--- config.mk ---
export PLATFORM = sky130hd
export DESIGN_NAME = rfin_packet_rx_flat
export DESIGN_NICKNAME = d
export VERILOG_FILES = /design/src/rtl/rfin_packet_rx_if.sv /design/src/rtl/rfin_packet_rx.sv /design/src/flat_wrapper.sv
export SDC_FILE = /design/constraint.sdc
export NUM_CORES = 1
export LEC_CHECK = 0
export BUFFER_PORTS_ARGS = -buffer_cell sky130_fd_sc_hd__buf_2
export CAP_MARGIN = 10
export CORE_MARGIN = 4
export CORE_UTILIZATION = 55
export CTS_CLUSTER_DIAMETER = 150
export DETAILED_ROUTE_END_ITERATION = 7
export PLACE_DENSITY = 0.75
export SYNTH_ARGS = -nofsm -noshare
export SYNTH_HDL_FRONTEND = slang
export SYNTH_SLANG_ARGS = --single-unit
--- constraint.sdc ---
create_clock -name clk -period 3.5 [get_ports clk]
set_input_delay 0.35 -clock clk [delete_from_list [all_inputs] [get_ports clk]]
set_output_delay 0.35 -clock clk [all_outputs]
set_load 0.01 [all_outputs]
--- src/rtl/rfin_packet_rx_if.sv ---
// Signal bundle between the RF pulse receiver and its host-side logic.
// The receiver takes the slave modport; the host or bench drives the master side.
interface rfin_packet_rx_if #(
   parameter int unsigned PACKET_SIZE = 24,
   parameter int unsigned CNT_W       = 16
);
   logic                   rfin;
   logic                   rx_en;
   logic [CNT_W-1:0]       count_val;
   logic [PACKET_SIZE-1:0] pkt_data;
   logic                   pkt_rec;
   logic                   busy;
   logic                   sync_err;

   modport master (
      output rfin, rx_en, count_val,
      input  pkt_data, pkt_rec, busy, sync_err
   );

   modport slave (
      input  rfin, rx_en, count_val,
      output pkt_data, pkt_rec, busy, sync_err
   );
endinterface

--- src/rtl/rfin_packet_rx.sv ---
// Bit-synchronous RF pulse receiver: all-ones preamble lock, then one data bit per period.
// Define RFIN_GLITCH_FILTER_EN to require two consecutive high samples per pulse.
module rfin_packet_rx #(
   parameter int unsigned PACKET_SIZE  = 24,
   parameter int unsigned PREAMBLE_LEN = 8,
   parameter int unsigned CNT_W        = 16
) (
   input  logic             clk,
   input  logic             rst,
   rfin_packet_rx_if.slave  bus
);
   localparam int unsigned ONES_W = $clog2(PREAMBLE_LEN + 1);
   localparam int unsigned BITS_W = $clog2(PACKET_SIZE + 1);

   typedef enum logic [1:0] {IDLE, PREAMBLE, DATA, DONE} state_t;

   state_t                 state, state_n;
   logic                   rfin_s1, rfin_s2, rfin_s3, pulse;
   logic [CNT_W-1:0]       phase, phase_n, period, period_n, half;
   logic                   hit, hit_n, decide;
   logic [ONES_W-1:0]      ones, ones_n;
   logic [BITS_W-1:0]      bits, bits_n;
   logic [PACKET_SIZE-1:0] shreg, shreg_n, pkt_data, pkt_data_n;
   logic                   sync_err, sync_err_n;

`ifdef RFIN_GLITCH_FILTER_EN
   logic                   qual_d;
`endif

   // Two-flop synchronizer followed by a registered rising-edge detector.
   always_ff @(posedge clk) begin
      if (rst) begin
         rfin_s1 <= 1'b0;
         rfin_s2 <= 1'b0;
         rfin_s3 <= 1'b0;
         pulse   <= 1'b0;
`ifdef RFIN_GLITCH_FILTER_EN
         qual_d  <= 1'b0;
`endif
      end else begin
         rfin_s1 <= bus.rfin;
         rfin_s2 <= rfin_s1;
         rfin_s3 <= rfin_s2;
`ifdef RFIN_GLITCH_FILTER_EN
         qual_d  <= rfin_s2 & rfin_s3;
         pulse   <= rfin_s2 & rfin_s3 & ~qual_d;
`else
         pulse   <= rfin_s2 & ~rfin_s3;
`endif
      end
   end

   assign half = period >> 1;

   always_comb begin
      state_n    = state;
      phase_n    = phase;
      hit_n      = hit;
      ones_n     = ones;
      bits_n     = bits;
      period_n   = period;
      shreg_n    = shreg;
      pkt_data_n = pkt_data;
      sync_err_n = 1'b0;
      decide     = 1'b0;

      // A pulse re-anchors the bit grid and pre-empts a decision in the same cycle.
      if (state == PREAMBLE || state == DATA) begin
         if (pulse) begin
            phase_n = '0;
            hit_n   = 1'b1;
         end else begin
            if (phase == period - CNT_W'(1)) phase_n = '0;
            else                             phase_n = phase + CNT_W'(1);
            if (phase == half) begin
               decide = 1'b1;
               hit_n  = 1'b0;
            end
         end
      end

      case (state)
         IDLE: begin
            phase_n = '0;
            hit_n   = 1'b0;
            if (pulse && bus.rx_en) begin
               state_n  = PREAMBLE;
               hit_n    = 1'b1;
               ones_n   = '0;
               period_n = (bus.count_val < CNT_W'(4)) ? CNT_W'(4) : bus.count_val;
            end
         end
         PREAMBLE: begin
            if (decide) begin
               if (hit) begin
                  ones_n = ones + ONES_W'(1);
                  if (ones_n == ONES_W'(PREAMBLE_LEN)) begin
                     state_n = DATA;
                     bits_n  = '0;
                  end
               end else begin
                  state_n    = IDLE;
                  sync_err_n = 1'b1;
               end
            end
         end
         DATA: begin
            if (decide) begin
               shreg_n = {shreg[PACKET_SIZE-2:0], hit};
               bits_n  = bits + BITS_W'(1);
               // Publish on the final decision so pkt_data is valid alongside pkt_rec.
               if (bits_n == BITS_W'(PACKET_SIZE)) begin
                  state_n    = DONE;
                  pkt_data_n = shreg_n;
               end
            end
         end
         default: begin
            state_n = IDLE;
            phase_n = '0;
            hit_n   = 1'b0;
         end
      endcase

      if (!bus.rx_en) begin
         state_n    = IDLE;
         phase_n    = '0;
         hit_n      = 1'b0;
         pkt_data_n = pkt_data;
         sync_err_n = 1'b0;
      end
   end

   always_ff @(posedge clk) begin
      if (rst) begin
         state    <= IDLE;
         phase    <= '0;
         period   <= '0;
         hit      <= 1'b0;
         ones     <= '0;
         bits     <= '0;
         shreg    <= '0;
         pkt_data <= '0;
         sync_err <= 1'b0;
      end else begin
         state    <= state_n;
         phase    <= phase_n;
         period   <= period_n;
         hit      <= hit_n;
         ones     <= ones_n;
         bits     <= bits_n;
         shreg    <= shreg_n;
         pkt_data <= pkt_data_n;
         sync_err <= sync_err_n;
      end
   end

   assign bus.pkt_data = pkt_data;
   assign bus.pkt_rec  = (state == DONE);
   assign bus.busy     = (state != IDLE);
   assign bus.sync_err = sync_err;
endmodule

--- src/flat_wrapper.sv ---
// flat-port wrapper written by rule: the top's interface ports become plain ports
module rfin_packet_rx_flat 
#(
   parameter int unsigned PACKET_SIZE  = 24,
   parameter int unsigned PREAMBLE_LEN = 8,
   parameter int unsigned CNT_W        = 16
)
  (clk, rst, bus_rfin, bus_rx_en, bus_count_val, bus_pkt_data, bus_pkt_rec, bus_busy, bus_sync_err);
  rfin_packet_rx_if #(.PACKET_SIZE(PACKET_SIZE), .CNT_W(CNT_W)) bus_i ();
  input  logic clk;
  input  logic rst;
  input wire logic [$bits(bus_i.rfin)-1:0] bus_rfin;
  input wire logic [$bits(bus_i.rx_en)-1:0] bus_rx_en;
  input wire logic [$bits(bus_i.count_val)-1:0] bus_count_val;
  output wire logic [$bits(bus_i.pkt_data)-1:0] bus_pkt_data;
  output wire logic [$bits(bus_i.pkt_rec)-1:0] bus_pkt_rec;
  output wire logic [$bits(bus_i.busy)-1:0] bus_busy;
  output wire logic [$bits(bus_i.sync_err)-1:0] bus_sync_err;
  assign bus_i.rfin = bus_rfin;
  assign bus_i.rx_en = bus_rx_en;
  assign bus_i.count_val = bus_count_val;
  assign bus_pkt_data = bus_i.pkt_data;
  assign bus_pkt_rec = bus_i.pkt_rec;
  assign bus_busy = bus_i.busy;
  assign bus_sync_err = bus_i.sync_err;
  rfin_packet_rx #(.PACKET_SIZE(PACKET_SIZE), .PREAMBLE_LEN(PREAMBLE_LEN), .CNT_W(CNT_W)) u_core (.clk(clk), .rst(rst), .bus(bus_i));
endmodule
==> reports/results.tsv <==
metric	value	unit
seq_area_frac_synth	0.396	
r2r-start	u_core.period[1]	
antenna_found_initial	0	
busiest_layer	met2	
synth_flop_cell	dfxtp_1	
cp_top_family	simple AND/OR/NAND/NOR gates	
use_met2	0.336	
crit_cells	8	
p_leak	2.00	nW
finalHoldViolations	0	
multiInputGateArea	2680	sq um
grt_pass1_wl	17100	um
grt_start_max_net_pins	76	
ys_ff_latch	96	
reg2regPathDepth	8	
worstSetupPathType	reg2reg	
cts.sink_count	96	
max_stage_delay	720	ps
fin_tns_setup	0	ps
crit_arrival	3210	ps
slew_violations	0	
cp-end-kind	register	
cp.required	3730	ps
setup_viol	0	
first_pass_iters	4	
die_width	102	um
crit_path_start	u_core.period[1]	
fin_crit	2980	ps
htree_levels	3	
ant_nets	0	
layout_setup_ws	520	ps
area_growth	8.41	%
dp_slack	577	ps
grt_use_met1	0.259	
grt.overflow.total	0	
fmax	336	MHz
cp_num_buf_inv	1	
n_antenna_cell	0	
avgViaCountPerCell	5.68	
place_congestion	0.892	
drt-total-wl	9930	um
hp-class	in2reg	
path_cells	inv_1 > ha_1 > nor3b_2 > nand3_1 > mux2i_1 > a2111oi_0 > and4_1 > nor4_1	
die_area	10400	sq um
grt_pass1_vias	3700	
design.core.area	8380	sq um
powerDensity	372	nW/um^2
synth.distinct_cells	57	
status	finished clean	
drive_above_1_share	0.146	
io_buffers	46	
dp_hpwl	7030	um
async_flop_share	0	
clockBufferDepth	2	
drt-initial-drc-count	91	
wire_per_inst	14.6	um
vias	3871	
syn-instance-count	550	
r2r-end	u_core.phase[4]	
num_rows	33	
grt_usage	0.202	
rrSetupSlack	520	ps
syn-mean-instance-area	8.82	sq um
slew_headroom	0.520	
crit_end	u_core.phase[4]	
ff_latch_area	1920	sq um
post_cts_resized	0	
cts-buffers-inserted	9	
clk_pin_slew_worst_paths	110	ps
skew	14.1	ps
worst_pin_slew	720	ps
post_cts_buffers	0	
post-route-util	0.627	
die_h	102	um
hold_ws	192	ps
rsz0062_at_grt	false	
cts_root_buf	clkbuf_8	
drc_errors	0	
synth_nets	579	
nNetsFinal	600	
clk_latency	370	ps
critPathMaxFanout	16	
synth_edf_count	0	
yosys_warnings	0	
cts_tree	yes	
ctsHoldBuffers	0	
fillCellCount	741	
irDropWorstVdd	0.232	mV
fin_crit_sh	0.852	
start_util	0.578	
cp-start-kind	register	
syn-cell-area	4850	sq um
use_met3	0.0389	
crit_slowest_cell	and4_1	
drv_cap	0	
ioPinCount	47	
==> kinds of logic after synthesis <==
kind of cell	Yosys count	synth area share
compound gates	65	0.0870
xor+xnor	49	0.0914
fa+ha+maj	9	0.0232
buf+inv	52	0.0508
flops	96	0.396
mux	51	0.106
simple gates	228	0.245
==> worst register-to-register path, delay by kind of cell, from the launching register on <==
family          cells  cell delay (ps)
flops               1              410
fa+ha+maj           1              240
mux                 1              160
compound gates      1              460
simple gates        4             1480
buf+inv             1               90
==> synthesized netlist by cell type, drive strengths merged (3+ instances only) <==
cell / count / share of area
a31oi: 4 / 0.0052
ha: 9 / 0.023
inv: 12 / 0.0093
mux2i: 49 / 0.10
nand3b: 4 / 0.0062
nand2: 56 / 0.044
nor2: 83 / 0.064
xnor2: 25 / 0.045
nand2b: 3 / 0.0039
nor2b: 9 / 0.012
a32oi: 3 / 0.0054
buf: 18 / 0.025
nor4: 19 / 0.038
or4: 3 / 0.0054
clkbuf: 22 / 0.017
a21oi: 23 / 0.024
a2111oi: 3 / 0.0054
nand3: 17 / 0.018
nor3: 12 / 0.016
nand4: 7 / 0.010
a22oi: 3 / 0.0046
xor2: 23 / 0.042
dfxtp: 96 / 0.40
and4: 4 / 0.0072
a211oi: 4 / 0.0062
o21ai: 10 / 0.010
nor4b: 4 / 0.0085
==> cell type report <==
class                           count  area share
Multi-Input combinational cell    402       0.510
Clock buffer                        9      0.0236
Inverter                           12     0.00857
Sequential cell                    96       0.366
Tap cell                          105      0.0250
Timing Repair Buffer               50      0.0495
Clock inverter                      7      0.0179
==> cell usage in the layout (no fill, tap or decap), types with 12 or more instances in the layout <==
| master | Yosys | layout |
|---|---|---|
| a21oi_1 | 23 | 23 |
| buf_2 | 11 | 46 |
| dfxtp_1 | 96 | 96 |
| inv_1 | 12 | 12 |
| mux2i_1 | 49 | 49 |
| nand2_1 | 55 | 55 |
| nand3_1 | 17 | 17 |
| nor2_1 | 83 | 83 |
| nor4_1 | 13 | 13 |
| xnor2_1 | 25 | 25 |
| xor2_1 | 23 | 23 |
==> worst min-delay path by stage <==
stage / from / end / slack, ps / cells after the start
finish: bus_rfin / u_core.rfin_s1 / 190 / 2
global placement: u_core.rfin_s3 / u_core.pulse / 370 / 1
global route: bus_count_val[15] / u_core.period[15] / 200 / 3
CTS: bus_rfin / u_core.rfin_s1 / 180 / 2
floorplan: u_core.rfin_s3 / u_core.pulse / 370 / 1
detailed placement: u_core.rfin_s3 / u_core.pulse / 400 / 1
==> stage by stage <==
| step | std cells | total power (W) | area [sq um] |
|---|---|---|---|
| global route | 681 | 0.00203 | 5260 |
| finish | 681 | 0.00196 | 5260 |
| CTS | 681 | 0.00198 | 5260 |
| global placement | 665 | 0.00122 | 5040 |
| detailed placement | 665 | 0.00122 | 5040 |
| floorplan | 550 | 0.00119 | 4850 |
==> sequential cells by signal, indices dropped and copies added, names as in the netlist <==
name                 count
u_core.bus.pkt_data     24
u_core.shreg            23
u_core.period           16
u_core.phase            16
u_core.bits              5
u_core.ones              4
u_core.state             2
u_core.bus.sync_err      1
u_core.hit               1
u_core.pulse             1
u_core.rfin_s1           1
u_core.rfin_s2           1
u_core.rfin_s3           1
==> power by group <==
group / switching (W) / leakage, nW / internal, W
registers: 0.00000752 / 0.774 / 0.00110
clock network: 0.000464 / 0.107 / 0.000292
logic: 0.0000599 / 1.12 / 0.0000362
==> per-layer routing <==
metal	vias to the layer above	part of all wire
met5	-	0
met4	0	0.015
met3	17	0.046
met2	82	0.49
met1	1828	0.45
li1	1944	-
Note: power is estimated with default switching activity, not from simulation.
